<file path="config.mk">
export PLATFORM = sky130hd
export DESIGN_NAME = sim_run_ctrl
export DESIGN_NICKNAME = d
export VERILOG_FILES = /design/src/rtl/sim_run_ctrl.sv
export SDC_FILE = /design/constraint.sdc
export NUM_CORES = 1
export LEC_CHECK = 0
export BUFFER_PORTS_ARGS = -buffer_cell sky130_fd_sc_hd__buf_2
export CAP_MARGIN = 20
export CORE_MARGIN = 1
export CORE_UTILIZATION = 55
export CTS_CLUSTER_DIAMETER = 100
export DETAILED_ROUTE_END_ITERATION = 7
export PLACE_DENSITY = 0.82
export SLEW_MARGIN = 20
export SYNTH_ARGS = -nofsm -noshare
export SYNTH_HDL_FRONTEND = slang
export SYNTH_SLANG_ARGS = --single-unit
</file>
<file path="constraint.sdc">
create_clock -name clock -period 7.8 [get_ports clock]
set_input_delay 1.17 -clock clock [delete_from_list [all_inputs] [get_ports clock]]
set_output_delay 1.17 -clock clock [all_outputs]
set_load 0.01 [all_outputs]
</file>
<file path="src/rtl/sim_run_ctrl.sv">
// Run-sequencing controller between the simulation top and the DUT.
// Sequences DUT reset, difftest init and stepping, and buffers DUT UART bytes for the host.
module sim_run_ctrl #(
   parameter int unsigned RESET_CYCLES = 100,
   parameter int unsigned INIT_TIMEOUT = 1024,
   parameter int unsigned CNT_W        = 64,
   parameter int unsigned UART_DEPTH   = 4
) (
   input  logic             clock,
   input  logic             reset,
   input  logic [CNT_W-1:0] cfg_max_cycles,
   input  logic [CNT_W-1:0] cfg_log_begin,
   input  logic [CNT_W-1:0] cfg_log_end,
   output logic             dut_reset,
   output logic             init_req,
   input  logic             init_ack,
   output logic             step_valid,
   input  logic             step_stop,
   output logic [CNT_W-1:0] cycle_cnt,
   output logic             log_enable,
   output logic             finish,
   output logic [1:0]       finish_code,
   input  logic             dut_uart_valid,
   input  logic [7:0]       dut_uart_ch,
   output logic             host_uart_valid,
   output logic [7:0]       host_uart_ch,
   input  logic             host_uart_ready,
   output logic [7:0]       uart_drop_cnt
);

   localparam int unsigned PTR_W = $clog2(UART_DEPTH);
   localparam logic [PTR_W-1:0] PTR_ONE   = 1;
   localparam logic [PTR_W:0]   FIFO_ONE  = 1;
   localparam logic [PTR_W:0]   FIFO_FULL = (PTR_W+1)'(UART_DEPTH);
   localparam logic [CNT_W-1:0] CNT_ONE   = 1;
   localparam logic [15:0]      HOLD_LAST = 16'(RESET_CYCLES - 1);

   typedef enum logic [1:0] {
      ST_HOLD,
      ST_INIT,
      ST_RUN,
      ST_DONE
   } state_t;

   state_t           state_reg, state_next;
   logic [15:0]      hold_cnt_reg, hold_cnt_next;
   logic [31:0]      init_cnt_reg, init_cnt_next;
   logic [CNT_W-1:0] cycle_cnt_reg, cycle_cnt_next;
   logic [CNT_W-1:0] cnt_inc;
   logic [1:0]       finish_code_reg, finish_code_next;
   logic             dut_reset_reg, init_req_reg, step_valid_reg, finish_reg;
   logic             log_enable_reg, log_enable_next;

   // ---------------- sequencing FSM ----------------
   always_comb begin
      state_next       = state_reg;
      hold_cnt_next    = '0;
      init_cnt_next    = '0;
      cycle_cnt_next   = cycle_cnt_reg;
      finish_code_next = finish_code_reg;
      // Wrapping sum on purpose: a limit at or below the current count can never match.
      cnt_inc          = cycle_cnt_reg + CNT_ONE;
      case (state_reg)
         ST_HOLD: begin
            if (hold_cnt_reg == HOLD_LAST) begin
               state_next = ST_INIT;
            end else begin
               hold_cnt_next = hold_cnt_reg + 16'd1;
            end
         end
         ST_INIT: begin
            if (init_ack) begin
               state_next = ST_RUN;
            end else if ((INIT_TIMEOUT != 0) && (init_cnt_reg == INIT_TIMEOUT - 1)) begin
               state_next       = ST_DONE;
               finish_code_next = 2'd3;
            end else begin
               init_cnt_next = init_cnt_reg + 32'd1;
            end
         end
         ST_RUN: begin
            cycle_cnt_next = (&cycle_cnt_reg) ? cycle_cnt_reg : cnt_inc;
            if (step_stop) begin
               state_next       = ST_DONE;
               finish_code_next = 2'd1;
            end else if ((cfg_max_cycles != '0) && (cnt_inc == cfg_max_cycles)) begin
               state_next       = ST_DONE;
               finish_code_next = 2'd2;
            end
         end
         ST_DONE: begin
            state_next = ST_DONE;
         end
         default: begin
            state_next = ST_HOLD;
         end
      endcase
      // Computed on the next count so the flag lines up with the cycle_cnt being shown.
      log_enable_next = (state_next == ST_RUN) && (cfg_log_end != '0) &&
                        (cfg_log_begin <= cycle_cnt_next) && (cycle_cnt_next <= cfg_log_end);
   end

   always_ff @(posedge clock or negedge reset) begin
      if (!reset) begin
         state_reg       <= ST_HOLD;
         hold_cnt_reg    <= '0;
         init_cnt_reg    <= '0;
         cycle_cnt_reg   <= '0;
         finish_code_reg <= 2'd0;
         dut_reset_reg   <= 1'b1;
         init_req_reg    <= 1'b0;
         step_valid_reg  <= 1'b0;
         finish_reg      <= 1'b0;
         log_enable_reg  <= 1'b0;
      end else begin
         state_reg       <= state_next;
         hold_cnt_reg    <= hold_cnt_next;
         init_cnt_reg    <= init_cnt_next;
         cycle_cnt_reg   <= cycle_cnt_next;
         finish_code_reg <= finish_code_next;
         dut_reset_reg   <= (state_next == ST_HOLD);
         init_req_reg    <= (state_next == ST_INIT);
         step_valid_reg  <= (state_next == ST_RUN);
         finish_reg      <= (state_next == ST_DONE);
         log_enable_reg  <= log_enable_next;
      end
   end

   // ---------------- UART byte FIFO ----------------
   logic [7:0]       mem_reg [UART_DEPTH];
   logic [PTR_W-1:0] wr_ptr_reg, wr_ptr_next, rd_ptr_reg, rd_ptr_next;
   logic [PTR_W:0]   fifo_cnt_reg, fifo_cnt_next, fifo_cnt_pop;
   logic             host_valid_reg, host_valid_next;
   logic [7:0]       host_ch_reg, host_ch_next;
   logic [7:0]       drop_cnt_reg, drop_cnt_next;
   logic             push_req, push_ok, pop, full;

   always_comb begin
      push_req     = dut_uart_valid && !dut_reset_reg;
      pop          = host_valid_reg && host_uart_ready;
      full         = (fifo_cnt_reg == FIFO_FULL);
      push_ok      = push_req && (!full || pop);
      fifo_cnt_pop = pop ? (fifo_cnt_reg - FIFO_ONE) : fifo_cnt_reg;
      fifo_cnt_next = push_ok ? (fifo_cnt_pop + FIFO_ONE) : fifo_cnt_pop;
      rd_ptr_next  = pop ? (rd_ptr_reg + PTR_ONE) : rd_ptr_reg;
      wr_ptr_next  = push_ok ? (wr_ptr_reg + PTR_ONE) : wr_ptr_reg;
      host_valid_next = (fifo_cnt_next != '0);
      // The head register is loaded straight from the input when the byte lands in an empty FIFO.
      host_ch_next = host_ch_reg;
      if (push_ok && (fifo_cnt_pop == '0)) begin
         host_ch_next = dut_uart_ch;
      end else if (fifo_cnt_pop != '0) begin
         host_ch_next = mem_reg[rd_ptr_next];
      end
      drop_cnt_next = drop_cnt_reg;
      if (push_req && full && !pop && (drop_cnt_reg != 8'hFF)) begin
         drop_cnt_next = drop_cnt_reg + 8'd1;
      end
   end

   always_ff @(posedge clock) begin
      if (push_ok) begin
         mem_reg[wr_ptr_reg] <= dut_uart_ch;
      end
   end

   always_ff @(posedge clock or negedge reset) begin
      if (!reset) begin
         wr_ptr_reg     <= '0;
         rd_ptr_reg     <= '0;
         fifo_cnt_reg   <= '0;
         host_valid_reg <= 1'b0;
         host_ch_reg    <= 8'd0;
         drop_cnt_reg   <= 8'd0;
      end else begin
         wr_ptr_reg     <= wr_ptr_next;
         rd_ptr_reg     <= rd_ptr_next;
         fifo_cnt_reg   <= fifo_cnt_next;
         host_valid_reg <= host_valid_next;
         host_ch_reg    <= host_ch_next;
         drop_cnt_reg   <= drop_cnt_next;
      end
   end

   assign dut_reset       = dut_reset_reg;
   assign init_req        = init_req_reg;
   assign step_valid      = step_valid_reg;
   assign cycle_cnt       = cycle_cnt_reg;
   assign log_enable      = log_enable_reg;
   assign finish          = finish_reg;
   assign finish_code     = finish_code_reg;
   assign host_uart_valid = host_valid_reg;
   assign host_uart_ch    = host_ch_reg;
   assign uart_drop_cnt   = drop_cnt_reg;

endmodule

</file>
# --- Word level (Yosys, flattened, before mapping) ---
# Memories as Yosys holds them, arrays and structs flattened.
# Cells that the tools add are included.
totals:
  mem_bits_rw: 32
  rom_bits: 0
  out_inout_bits: 88
  mem_count: 1
  latch_bits: 0
  ff_bits: 145
  input_bits: 206
mem_list:
  columns: ["memory", "depth", "word_bits", "rd", "rd_clocked_by_memory_dff", "wr", "line_no", "rtl"]
  rows:
  - ["mem_reg", 4, 8, 1, 0, 1, "130", "logic [7:0] mem_reg [UART_DEPTH];"]
classes:
  n_shift: 0
  multipliers: 0
  n_addsub: 8
  n_reduce_logical: 26
  magnitude_cmp: 2
  n_mux: 25
  bitwise_logic: 0
  n_div: 0
  eq_ne: 14
ops:
  columns: ["operator", "count"]
  rows:
  - ["$le A64 B64 Y1", 2]
  - ["$mux W64", 2]
  - ["$reduce_bool A64 Y1", 2]
  - ["$mux W32", 3]
  - ["$add A64 B1 Y64 const B", 1]
  - ["$eq A64 B64 Y1", 1]
  - ["$reduce_and A64 Y1", 1]
  - ["$add A32 B1 Y32 const B", 1]
  - ["$eq A32 B10 Y1 const B", 1]
  - ["$mux W16", 2]
  - ["$mux W2", 10]
  - ["$add A16 B1 Y16 const B", 1]
  - ["$eq A16 B7 Y1 const B", 1]
  - ["$mux W8", 2]
  - ["$logic_and A1 B1 Y1", 11]
  - ["$add A8 B1 Y8 const B", 1]
  - ["$eq A2 B2 Y1 const B", 4]
  - ["$ne A8 B8 Y1 const B", 1]
  - ["$pmux W2 S4", 1]
  - ["$mux W3", 2]
  - ["$reduce_bool A3 Y1", 2]
  - ["$add A2 B1 Y2 const B", 2]
  - ["$eq A2 B1 Y1 const B", 2]
  - ["$logic_not A2 Y1", 2]
  - ["12 further kinds", 17]

# --- Depth between registers and ports, before layout ---
logic_depth:
  ltp_word: 10
  mapped_depth: 22
  depth_no_buf: 20

# --- Least setup slack after synthesis ---
# OpenSTA, ideal clock, no wires.
synth_timing:
  path_kind: "register to register"
  startpoint: "reg cycle_cnt_reg[0], in the netlist cycle_cnt[0]"
  endpoint: "reg log_enable_reg, in the netlist log_enable"
  setup_slack_ns: 3.054
  stages_incl_launch_ff: 23
  arrival_time_ns: 4.645
  path_buffers: 3
  period_less_slack_ns: 4.746
  setup_time_ns: 0.101
  required_ns: 7.699
  path_cell_list: "dfrtp_1 ha_1 nand3_1 buf_2 nor4_1 and2_1 nand4_1 o21ai_0 clkbuf_1 clkbuf_1 nor2_1 xor2_1 inv_1 ha_1 a21o_1 a21oi_1 a21boi_0 a2111o_1 a211oi_1 o31ai_1 nor3_1 o22ai_1 nor4_1"
synth_via:
  elab_cells_between_ends: 15
synth_rtl:
  columns: ["element", "line_no", "rtl"]
  rows:
  - ["start, declared", "48", "logic [CNT_W-1:0] cycle_cnt_reg, cycle_cnt_next;"]
  - ["start signal, assigned", "119", "cycle_cnt_reg <= cycle_cnt_next;"]
  - ["$add A64 B1 Y64 or $reduce_and A64 Y1 (tied branches)", "62, 82", null]
  - ["$mux W64 (*)", "82", "cycle_cnt_next = (&cycle_cnt_reg) ? cycle_cnt_reg : cnt_inc;"]
  - ["$mux W64 (*)", "63", "case (state_reg)"]
  - ["named net cycle_cnt_next[3]", "48", null]
  - ["$le A64 B64 Y1", "100", "(cfg_log_begin <= cycle_cnt_next) && (cycle_cnt_next <= cfg_log_end);"]
  - ["$logic_and A1 B1 Y1", "99", "log_enable_next = (state_next == ST_RUN) && (cfg_log_end != '0) &&"]
  - ["$logic_and A1 B1 Y1 (*)", "100", null]
  - ["named net log_enable_next", "52", "logic log_enable_reg, log_enable_next;"]
  - ["end signal, assigned", "125", "log_enable_reg <= log_enable_next;"]
  - ["end, declared", "52", null]
# The timed path passes the listed nets; every way through them passes the cells marked *.
# A chain may end at the register's enable or synchronous reset.

# --- Worst setup path in the final report ---
# Same ends and word-level chain as after synthesis.

==> qor.csv <==
stage,metric,value,unit
critical_path,R2R setup slack,1.65,ns
cts,CTS root buf,clkbuf_16,
grt,gr ovfl total,0,
cts,clock sinks,177,
sta,crit share post-route,78.89,%
logic_synthesis,syn nets,1907,
power_and_ir_drop,Cell Pwr Density,163.4,nW/µm²
floorplanning,row cnt,57,
placed_design,post-DP HPWL,39580,µm
sta,worst slew pin tran,0.9629,ns
routing,DRC viols,0,
floorplanning,IO Pins,294,
critical_path,endpoint type of the worst setup path,flip-flop,
cells_and_area,antenna cells,0,
cts,clk_lat worst skew,0.45,ns
sta,post-layout min period,6.153,ns
cts,post-cts resize count,0,
routing,Antenna Nets Post-Route,0,
grt,first-pass GRT wire length,73590,µm
cts,Num CTS Buffers,17,
logic_synthesis,ranking of synthesized cells by area,"dfrtp_1 (26%), ha_1 (13%), edfxtp_1 (6.9%), xor2_1 (6.9%), xnor2_1 (6.3%)",
logic_synthesis,Synth cell types,75,
logic_synthesis,Synth top cells by count,"inv_1 (151), dfrtp_1 (144), ha_1 (140)",
cells_and_area,FILL cells,2104,
routing,final wirelength,48120,µm
logic_synthesis,main combinational cell family by area after synthesis,simple AND/OR/NAND/NOR gates,
logic_synthesis,Cells after Synth,1561,
sta,Worst Skew,0.01352,ns
sta,Rel. slew slack,35.81,%
cells_and_area,Util after Layout,66.29,%
run_status,outcome,"complete, no violations",
routing,Via-to-Cell Ratio,6.095,
power_and_ir_drop,Pleak,0.007787,µW
logic_synthesis,post-synthesis adder-cell area fraction,12.59,%
logic_synthesis,Post-synth EDFFs,32,
sta,f_max,162.5,MHz
logic_synthesis,Mapped Area,13920,µm²
routing,Routed WL per cell,22.15,µm
critical_path,CP Data Required Time,8.14,ns
cells_and_area,area growth from synthesis to layout,16.86,%
logic_synthesis,Synth Flop Type,dfrtp_1,
grt,initial antenna violation count,1,
cts,# Post-CTS Setup Buffers,0,
floorplanning,Die Y,161.1,µm
grt,vias in the first global route,13123,
logic_synthesis,XOR/XNOR Fraction of Synth Area,13.15,%
min_path,Hold/Removal Path Class,reg -> reg,
floorplanning,Core Box Area,24530,µm²
routing,starting DRC count in detailed routing,1339,
critical_path,CP arrival,6.49,ns
sta,final hold violations,0,
sta,setup TNS,0,ns
logic_synthesis,asr flop ratio synth,81.92,%
floorplanning,Die ar.,25940,µm²
cells_and_area,share of cells above drive strength 1,20.39,%
cells_and_area,number of flip-flops in the largest register,64,
critical_path,Startpoint Class,flip-flop,
routing,via count,13245,
critical_path,Crit Path Class,reg -> reg,
cts,CTS tree,yes,
logic_synthesis,mux contribution to synthesized area,2.311,%
cells_and_area,nets,2182,
logic_synthesis,#FFs+latches synth,177,
grt,Total Routing Usage GR,37.39,%
cts,clock transition time at the flip-flop clock pins of the worst setup and hold paths,0.08,ns
logic_synthesis,compound-gate portion of the synthesized area,8.891,%
job,maximum capacitance violations,0,
cts,Longest Clk Path Bufs,2,
cts,CTS Hold Buffers Added,0,
placed_design,routability cong.,0.9857,
sta,setup violators final,0,
sta,RSZ-0062 raised after global routing,no,
logic_synthesis,Synth top area share,25.89,%
logic_synthesis,Post-Synth Simple-Gate Area,24.43,%
cts,H-tree levels,4,
routing,DR pass1 iterations,6,
floorplanning,Die Wd,161.1,µm
grt,largest net degree at the start of global routing,77,
critical_path,CP Max Fanout,13,
sta,fin. max-slew vios,0,
logic_synthesis,most common cell in the synthesized netlist,inv_1,
floorplanning,Initial Utilization,56.73,%
placed_design,Port Buf Inserts,293,
power_and_ir_drop,Peak VDD IR,0.0001914,V
logic_synthesis,synth warn,0,
logic_synthesis,"Seq/Total Area, Yosys",32.99,%
logic_synthesis,Synth area leader,dfrtp_1,
logic_synthesis,Avg Synthesized Cell Area,8.916,µm²
cell type report:
class	count	area [µm²]	share of cell area, %
Multi-Input combinational cell	1188	8548	52.56
Sequential cell	177	4591	28.23
Timing Repair Buffer	301	1533	9.425
Inverter	151	566.8	3.485
Clock buffer	17	425.4	2.616
Tap cell	324	405.4	2.493
Clock inverter	15	193.9	1.192
power by group:
group / internal, µW / switching (µW)
Clock: 463 / 432
Sequential: 1040 / 56.3
Combinational: 293 / 374
cell usage in the layout (no fill, tap or decap), drive strengths merged, types with 5 or more instances in the layout:
| master | n |
|---|---|
| buf | 301 |
| inv | 157 |
| dfrtp | 144 |
| ha | 140 |
| nor2 | 136 |
| nand2 | 116 |
| xor2 | 109 |
| xnor2 | 100 |
| nand4 | 89 |
| nor4 | 68 |
| nand3 | 63 |
| nor3 | 46 |
| a21oi | 42 |
| a21o | 42 |
| o21ai | 39 |
| edfxtp | 32 |
| and3 | 31 |
| clkbuf | 17 |
| or3 | 16 |
| and2 | 14 |
| mux2i | 13 |
| and4 | 12 |
| or4 | 10 |
| nor2b | 8 |
| o211ai | 8 |
| mux4 | 8 |
| or2 | 7 |
| a31oi | 7 |
| clkinv | 7 |
| o31ai | 6 |
| a211oi | 5 |
critical path, cell delays in order (launching register included):
cell and delay, ns:
dfrtp_1 0.51, ha_1 0.31, nand3_1 0.47, nor4_1 0.51
and2_1 0.28, nand4_1 0.17, o21ai_1 0.73, nor2_1 0.25
and3_2 0.29, xor2_1 0.22, inv_1 0.07, ha_1 0.29
a21o_1 0.18, a21oi_1 0.13, o21ai_0 0.11, a2111o_1 0.43
a211oi_1 0.32, o31ai_1 0.14, nor3_1 0.24, o22ai_1 0.20
nor4_1 0.19
cells by family (layout without fill, tap and decap cells):
| logic type | count (synthesis) | in the layout |
|---|---|---|
| buffers and inverters | 196 | 484 |
| xor gates and xnor gates | 209 | 209 |
| adders and majority gates | 140 | 140 |
| DFF | 177 | 177 |
| AOI/OAI and AO/OA | 188 | 188 |
| and+or+nand+nor | 629 | 629 |
| muxes | 22 | 22 |
worst paths after layout:
kind,from,endpoint,cells past startpoint
min in group asynchronous,reset,rd_ptr_reg[1],1
worst max register to register,cycle_cnt[0],log_enable,20
worst min-delay path,uart_drop_cnt[6],uart_drop_cnt[6],1
worst min register to register,uart_drop_cnt[6],uart_drop_cnt[6],1
max in group asynchronous,reset,cycle_cnt[59],2
worst max-delay path,cycle_cnt[0],log_enable,20
layer usage:
metal,global-route usage [%],up-vias,wire length (µm)
li1,-,6112,-
met1,46.80,6299,18880
met2,61.03,693,22390
met3,7.653,139,4303
met4,19.47,2,2530
met5,0,-,13
metrics by stage:
step	power, µW	setup WS, ns	instances	cell area, µm²	hold slack, ns
after floorplan	1514	3.054	1561	13920	0.4479
after global placement	1744	2.168	2141	15640	0.4671
after detailed placement	1774	1.871	2141	15640	0.4739
after CTS	2667	1.826	2173	16260	0.4883
after global routing	2791	1.221	2173	16260	0.5175
final	2657	1.647	2173	16260	0.4847
Power figures use the tool's default switching activity.
